### config.mk
export PLATFORM = sky130hd
export DESIGN_NAME = debug_cmd_parser
export DESIGN_NICKNAME = d
export VERILOG_FILES = /design/src/rtl/debug_cmd_parser.sv
export SDC_FILE = /design/constraint.sdc
export NUM_CORES = 1
export LEC_CHECK = 0
export CORE_UTILIZATION = 60
export DETAILED_ROUTE_END_ITERATION = 16
export PLACE_DENSITY_LB_ADDON = 0.1
export SLEW_MARGIN = 20
export SYNTH_ARGS = -nofsm -noshare
export SYNTH_HDL_FRONTEND = slang
export SYNTH_SLANG_ARGS = --single-unit
### constraint.sdc
create_clock -name i_clk -period 7.8 [get_ports i_clk]
set_input_delay 1.56 -clock i_clk [delete_from_list [all_inputs] [get_ports i_clk]]
set_output_delay 1.56 -clock i_clk [all_outputs]
set_load 0.005 [all_outputs]
### src/rtl/debug_cmd_parser.sv
`default_nettype none
// +--------------------------------------------------------------------------+
// | Module      : debug_cmd_parser                                           |
// | Description : Decodes framed register-write commands from the debug UART |
// |               receive byte stream. Frame = SYNC, ADDR, DATA, CSUM where  |
// |               CSUM = (ADDR + DATA) mod 256. A good frame produces a      |
// |               one-cycle write strobe with addr/data; a bad checksum or a |
// |               stalled frame produces a one-cycle error pulse.            |
// | Ports       : i_clk     system clock                                     |
// |               i_rst_n   asynchronous active-low reset                    |
// |               i_byte    received byte, valid while i_ready=1             |
// |               i_ready   one-cycle strobe: new byte on i_byte             |
// |               o_wr_en   one-cycle pulse: valid frame decoded             |
// |               o_addr    address of last valid frame (held)               |
// |               o_data    data of last valid frame (held)                  |
// |               o_err     one-cycle pulse: checksum error or timeout       |
// |               o_frames  count of valid frames, wraps 255->0              |
// | Revision    : 1.0 - initial release                                      |
// +--------------------------------------------------------------------------+
module debug_cmd_parser #(
   parameter logic [7:0] SYNC_BYTE      = 8'hA5,
   parameter int         TIMEOUT_CYCLES = 250000,
   parameter int         TIMEOUT_WIDTH  = 18
) (
   input  logic       i_clk,
   input  logic       i_rst_n,
   input  logic [7:0] i_byte,
   input  logic       i_ready,
   output logic       o_wr_en,
   output logic [7:0] o_addr,
   output logic [7:0] o_data,
   output logic       o_err,
   output logic [7:0] o_frames
);

   typedef enum logic [1:0] {
      S_SYNC = 2'd0,
      S_ADDR = 2'd1,
      S_DATA = 2'd2,
      S_CSUM = 2'd3
   } state_t;

   localparam logic [TIMEOUT_WIDTH-1:0] C_TMO_LAST = TIMEOUT_WIDTH'(TIMEOUT_CYCLES - 1);

   state_t                   state_q;
   logic [7:0]               addr_sh_q;
   logic [7:0]               data_sh_q;
   logic [TIMEOUT_WIDTH-1:0] tmo_cnt_q;
   logic [TIMEOUT_WIDTH-1:0] tmo_cnt_d;
   logic                     timeout_w;
   logic [7:0]               csum_w;

   // Checksum wraps naturally in 8 bits.
   assign csum_w = addr_sh_q + data_sh_q;

   // Inter-byte timeout. A byte arriving on the terminal count wins over the
   // timeout, so i_ready is checked before the terminal count.
   always_comb begin
      tmo_cnt_d = tmo_cnt_q;
      timeout_w = 1'b0;
      if (state_q == S_SYNC) begin
         tmo_cnt_d = '0;
      end else if (i_ready) begin
         tmo_cnt_d = '0;
      end else if (tmo_cnt_q == C_TMO_LAST) begin
         tmo_cnt_d = '0;
         timeout_w = 1'b1;
      end else begin
         tmo_cnt_d = tmo_cnt_q + 1'b1;
      end
   end

   always_ff @(posedge i_clk or negedge i_rst_n) begin
      if (!i_rst_n) begin
         state_q   <= S_SYNC;
         addr_sh_q <= 8'h00;
         data_sh_q <= 8'h00;
         tmo_cnt_q <= '0;
         o_wr_en   <= 1'b0;
         o_addr    <= 8'h00;
         o_data    <= 8'h00;
         o_err     <= 1'b0;
         o_frames  <= 8'h00;
      end else begin
         o_wr_en   <= 1'b0;
         o_err     <= 1'b0;
         tmo_cnt_q <= tmo_cnt_d;
         if (i_ready) begin
            case (state_q)
               S_SYNC: begin
                  // Non-sync bytes between frames are line noise; drop quietly.
                  if (i_byte == SYNC_BYTE) begin
                     state_q <= S_ADDR;
                  end
               end
               S_ADDR: begin
                  addr_sh_q <= i_byte;
                  state_q   <= S_DATA;
               end
               S_DATA: begin
                  data_sh_q <= i_byte;
                  state_q   <= S_CSUM;
               end
               S_CSUM: begin
                  state_q <= S_SYNC;
                  if (i_byte == csum_w) begin
                     o_wr_en  <= 1'b1;
                     o_addr   <= addr_sh_q;
                     o_data   <= data_sh_q;
                     o_frames <= o_frames + 8'd1;
                  end else begin
                     o_err <= 1'b1;
                  end
               end
               default: begin
                  state_q <= S_SYNC;
               end
            endcase
         end else if (timeout_w) begin
            state_q <= S_SYNC;
            o_err   <= 1'b1;
         end
      end
   end

endmodule
`default_nettype wire

* Word-level counts from Yosys, hierarchy flattened
Index checks and enable logic that the tools add are counted.
** Word-level totals
- Input bits :: 11
- Output and inout port bits :: 26
- Flip-flop bits (word level) :: 62
- Logic and storage cells :: 42
** Cells by class
- Mux-type cells :: 17
- Eq/ne operators :: 7
- Reduce and logical (&&, ||, !) cells :: 6
- Add/sub/neg operators :: 3
** Operators by type and width (number)
- 18-bit 2-to-1 mux :: 3
- 18-bit by 1-bit adder with 18-bit output, second input constant :: 1
- 18-bit == test, second input constant :: 1
- 1-bit 2-to-1 mux :: 10
- 8-bit by 1-bit adder with 8-bit output, second input constant :: 1
- 8-bit adder :: 1
- 8-bit == test :: 1
- 8-bit == test, second input constant :: 1
- 2-bit case mux with 4 select lines :: 1
- 2-bit 2-to-1 mux :: 3
- 2-bit AND reduction :: 3
- 2-bit == test, second input constant :: 2
- 3-bit by 2-bit inequality test with 1-bit output, second input constant :: 1
- 3-bit AND reduction :: 1
- 2-bit by 1-bit == test with 1-bit output, second input constant :: 1
- 2-bit logical NOT :: 1
- 2-bit nonzero test :: 1

* Logic depth before layout (Yosys ltp)
- Depth after elaboration :: 6
- Mapped depth :: 9

* Worst setup path before layout
Ideal clock, no wire load.
- Path type :: input port to flip-flop
- Start point :: input port i_byte[7]
- End point :: register o_addr[0]
- Stages :: 7
- Required time :: 7.673 ns
- Slack :: 4.439 ns
- Data arrival time :: 3.234 ns
- Cell sequence :: xor2_1 -> xnor2_1 -> and4_1 -> o2111ai_2 -> nor3_4 -> buf_6 -> mux2_1
** Between the ends
- Cells in the longest elaborated chain, start to end :: 2
** Ends and longest elaborated chain
- start, declared :: line 27 : input logic [7:0] i_byte,
- 8-bit == test :: line 106 : if (i_byte == csum_w) begin
- 3-bit AND reduction (no source line)
- end signal, assigned :: line 108 : o_addr <= addr_sh_q;
- end, declared :: line 30 : output logic [7:0] o_addr,
No other way between the ends.
A chain may end at the register's enable or synchronous reset.

* Worst setup path after layout
- Start point :: input port i_byte[7]
- End point :: register o_data[0]
** Between the ends
- Cells in the longest elaborated chain, start to end :: 2
** Ends and longest elaborated chain
- 8-bit == test :: line 106
- 3-bit AND reduction (no source line)
- end signal, assigned :: line 109 : o_data <= data_sh_q;
- end, declared :: line 31 : output logic [7:0] o_data,
No other way between the ends.

==> out/summary.txt <==
Layout Nets - 327
Number of diodes - 0
Hold crit path type - flop to flop
Cell Area, Synth - 0.00305 mm2
Final Hold Vio Count - 0
Setup TNS - 0 ps
Layout cells sized above 1 - 15.3%
CP Data Arrival Time - 4230 ps
Reg2Reg Depth - 8
Clock Sinks - 62
Final period utilization - 51.4%
Max-cap violations - 0
Worst-case hold path end point - tmo_cnt_q[0]
Residual DRC - 0
Synthesized Nets - 284
Boundary Pins - 37
Post-synth EDFFs - 0
Mapped Avg Cell Area - 11.8 um2
Synth Instances - 259
Post-synth top cells - dfrtp_1 (62), nor2_1 (27), mux2_2 (25)
CTS resizes - 0
Distinct cells, synth - 41
Num CTS Buffers - 9
IO buf count - 36
First-pass GRT wire length - 9.18 mm
Vias in the first global route - 1918
PD cells - 329 mW/mm2
WHS Path Cells - 1
Hold Slack - 451 ps
Drt first pass iters - 4
CP endpoint kind - flop
Final GP Congestion - 0.816
Leak - 1.68 nW
Clk_skew - 8.56 ps
Outcome - complete, no violations
CP max FO - 19
Post-synth top flop - dfrtp_1
Post-CTS setup buffers - 0
Htree depth - 3
Max-Slew Margin vs Limit - 38.3%
Core Area - 0.00482 mm2
Post-DP HPWL - 3.69 mm
CP required - 8020 ps
Seq/Total Area, Yosys - 50.8%
RSZ-0062 raised after global routing - no
Initial core utilization - 63.4%
Slowest CP cell - nor3_4
Reg clk slew, reported paths - 70 ps
Min-delay src - tmo_cnt_q[0]
Crit-path cells - clkdlybuf4s50_1 > xor2_1 > xnor2_1 > and4_1 > o2111ai_2 > nor3_4 > mux2_2
Worst vdd ir - 182 uV
Layout area overhead - 21.4%
Mean routed wirelength per cell - 14.7 um
Row cnt - 25
Top-area cell type share of the netlist area - 50.8%
Deepest clock path buffer count - 2
Fin crit period - 4010 ps
Max incr delay on CP - 850 ps
Syn. warnings - 0
Type of the worst setup path - primary input to flop
Worst R2R Setup Slack - 4440 ps
Synth top area cells - dfrtp_1 (51%), mux2_2 (9.2%), xor2_1 (6.6%), ha_1 (5.3%), xnor2_1 (3.4%)
Area leader, netlist - dfrtp_1
#FFs+latches synth - 62
Die area - 0.00538 mm2
Final Max Slew Viols - 0
Final number of setup-violating endpoints - 0
ANT nets after route - 0
Overall power - 1.22 mW
Async SR Flop Fraction - 100%
CTS tree - yes
DRT iter0 DRCs - 123
GRT overflow - 0
R2R Path End - o_data[0]
Critical R2R Launch - addr_sh_q[0]
Count leader, synth - dfrtp_1
CP startpoint kind - primary input
Clock Tree Root - clkbuf_8
Slew @ Worst Pin - 922 ps
Clk Latency, worst-skew pair - 330 ps
Final WL - 5.49 mm
Initial antenna violation count - 0
DIE WIDTH - 73.3 um
Largest net degree at the start of global routing - 63
Total track usage - 23.1%
Fmax - 249 MHz
Routed via count divided by cell count - 5.60
Die height - 73.3 um
DR vias - 2095
Hold Buf Count CTS - 0
metal layers:
layer	vias to the layer above	part of all wire [%]	global-route usage, %
met1	1022	49	32.7
li1	1007	-	-
met2	57	45	34.5
met3	9	4.1	4.39
met4	0	2.1	10.9
met5	-	0	0
metrics by stage:
| step | setup slack [ps] | cells | utilization [%] | instance area [um2] |
|---|---|---|---|---|
| after floorplan | 4440 | 259 | - | 3050 |
| after global placement | 3500 | 358 | 72.1 | 3470 |
| after detailed placement | 3420 | 358 | 72.1 | 3470 |
| after CTS | 3780 | 374 | 76.9 | 3700 |
| after global routing | 3630 | 374 | 76.9 | 3700 |
| final | 3790 | 374 | 76.9 | 3700 |
cell families after synthesis:
group / after synthesis / share of synthesized area, %
mux: 33 / 12.2
xor+xnor: 35 / 10.0
compound gates: 19 / 4.84
simple gates: 86 / 14.6
flops: 62 / 50.8
fa+ha+maj: 14 / 5.99
buf+inv: 10 / 1.52
state kept, by name, summed over array words and instances, names as in the netlist:
signal,count
addr_sh_q,8
o_addr,8
o_frames,8
o_wr_en,1
o_err,1
data_sh_q,8
o_data,8
tmo_cnt_q,18
state_q,2
critical path, delay by kind of cell:
family                 cells  cell delay (ps)
XOR/XNOR                   2              370
multiplexers               1              420
buffers and inverters      1              540
AO/OA/AOI/OAI              1              250
AND/OR/NAND/NOR            2             1090
final cells by class:
| type | count | area [um2] |
|---|---|---|
| flip-flops and latches | 62 | 1550 |
| multi-input cells | 187 | 1450 |
| fillers | 333 | 1110 |
| repair buffers | 37 | 363 |
| clock buffers | 13 | 169 |
| well taps | 67 | 83.8 |
| clock inverters | 3 | 65.1 |
| inverters | 5 | 18.8 |
placed cells by master, fill, tap and decap left out, types with 2 or more instances in the layout:
| cell type | count |
|---|---|
| clkbuf_8 | 12 |
| nand3b_1 | 2 |
| mux2_1 | 8 |
| and4_1 | 3 |
| mux2_2 | 25 |
| xor2_1 | 23 |
| nor3_1 | 3 |
| and2_1 | 2 |
| nand4_1 | 7 |
| nor4_1 | 6 |
| ha_1 | 13 |
| xnor2_1 | 12 |
| nor2_1 | 27 |
| a21oi_1 | 4 |
| nor4bb_1 | 2 |
| o21ai_0 | 3 |
| bufinv_16 | 2 |
| nand3_1 | 11 |
| inv_1 | 5 |
| nand2_1 | 17 |
| dfrtp_1 | 62 |
| clkdlybuf4s50_1 | 35 |
how the worst max path moves through the flow:
stage	slack (ps)	to	start
CTS	3780	o_data[0]	i_byte[7]
detailed placement	3420	o_data[0]	i_byte[7]
finish	3790	o_data[0]	i_byte[7]
global placement	3500	o_data[7]	i_byte[7]
global route	3630	o_data[2]	i_byte[7]
floorplan	4440	o_addr[0]	i_byte[7]
where the power goes:
group / leakage (nW) / total (mW) / internal, mW / switching [mW]
clock network: 0.120 / 0.324 / 0.206 / 0.118
logic: 0.740 / 0.458 / 0.214 / 0.244
registers: 0.817 / 0.437 / 0.383 / 0.0535
total: 1.68 / 1.22 / 0.803 / 0.415
Power figures use the tool's default switching activity.
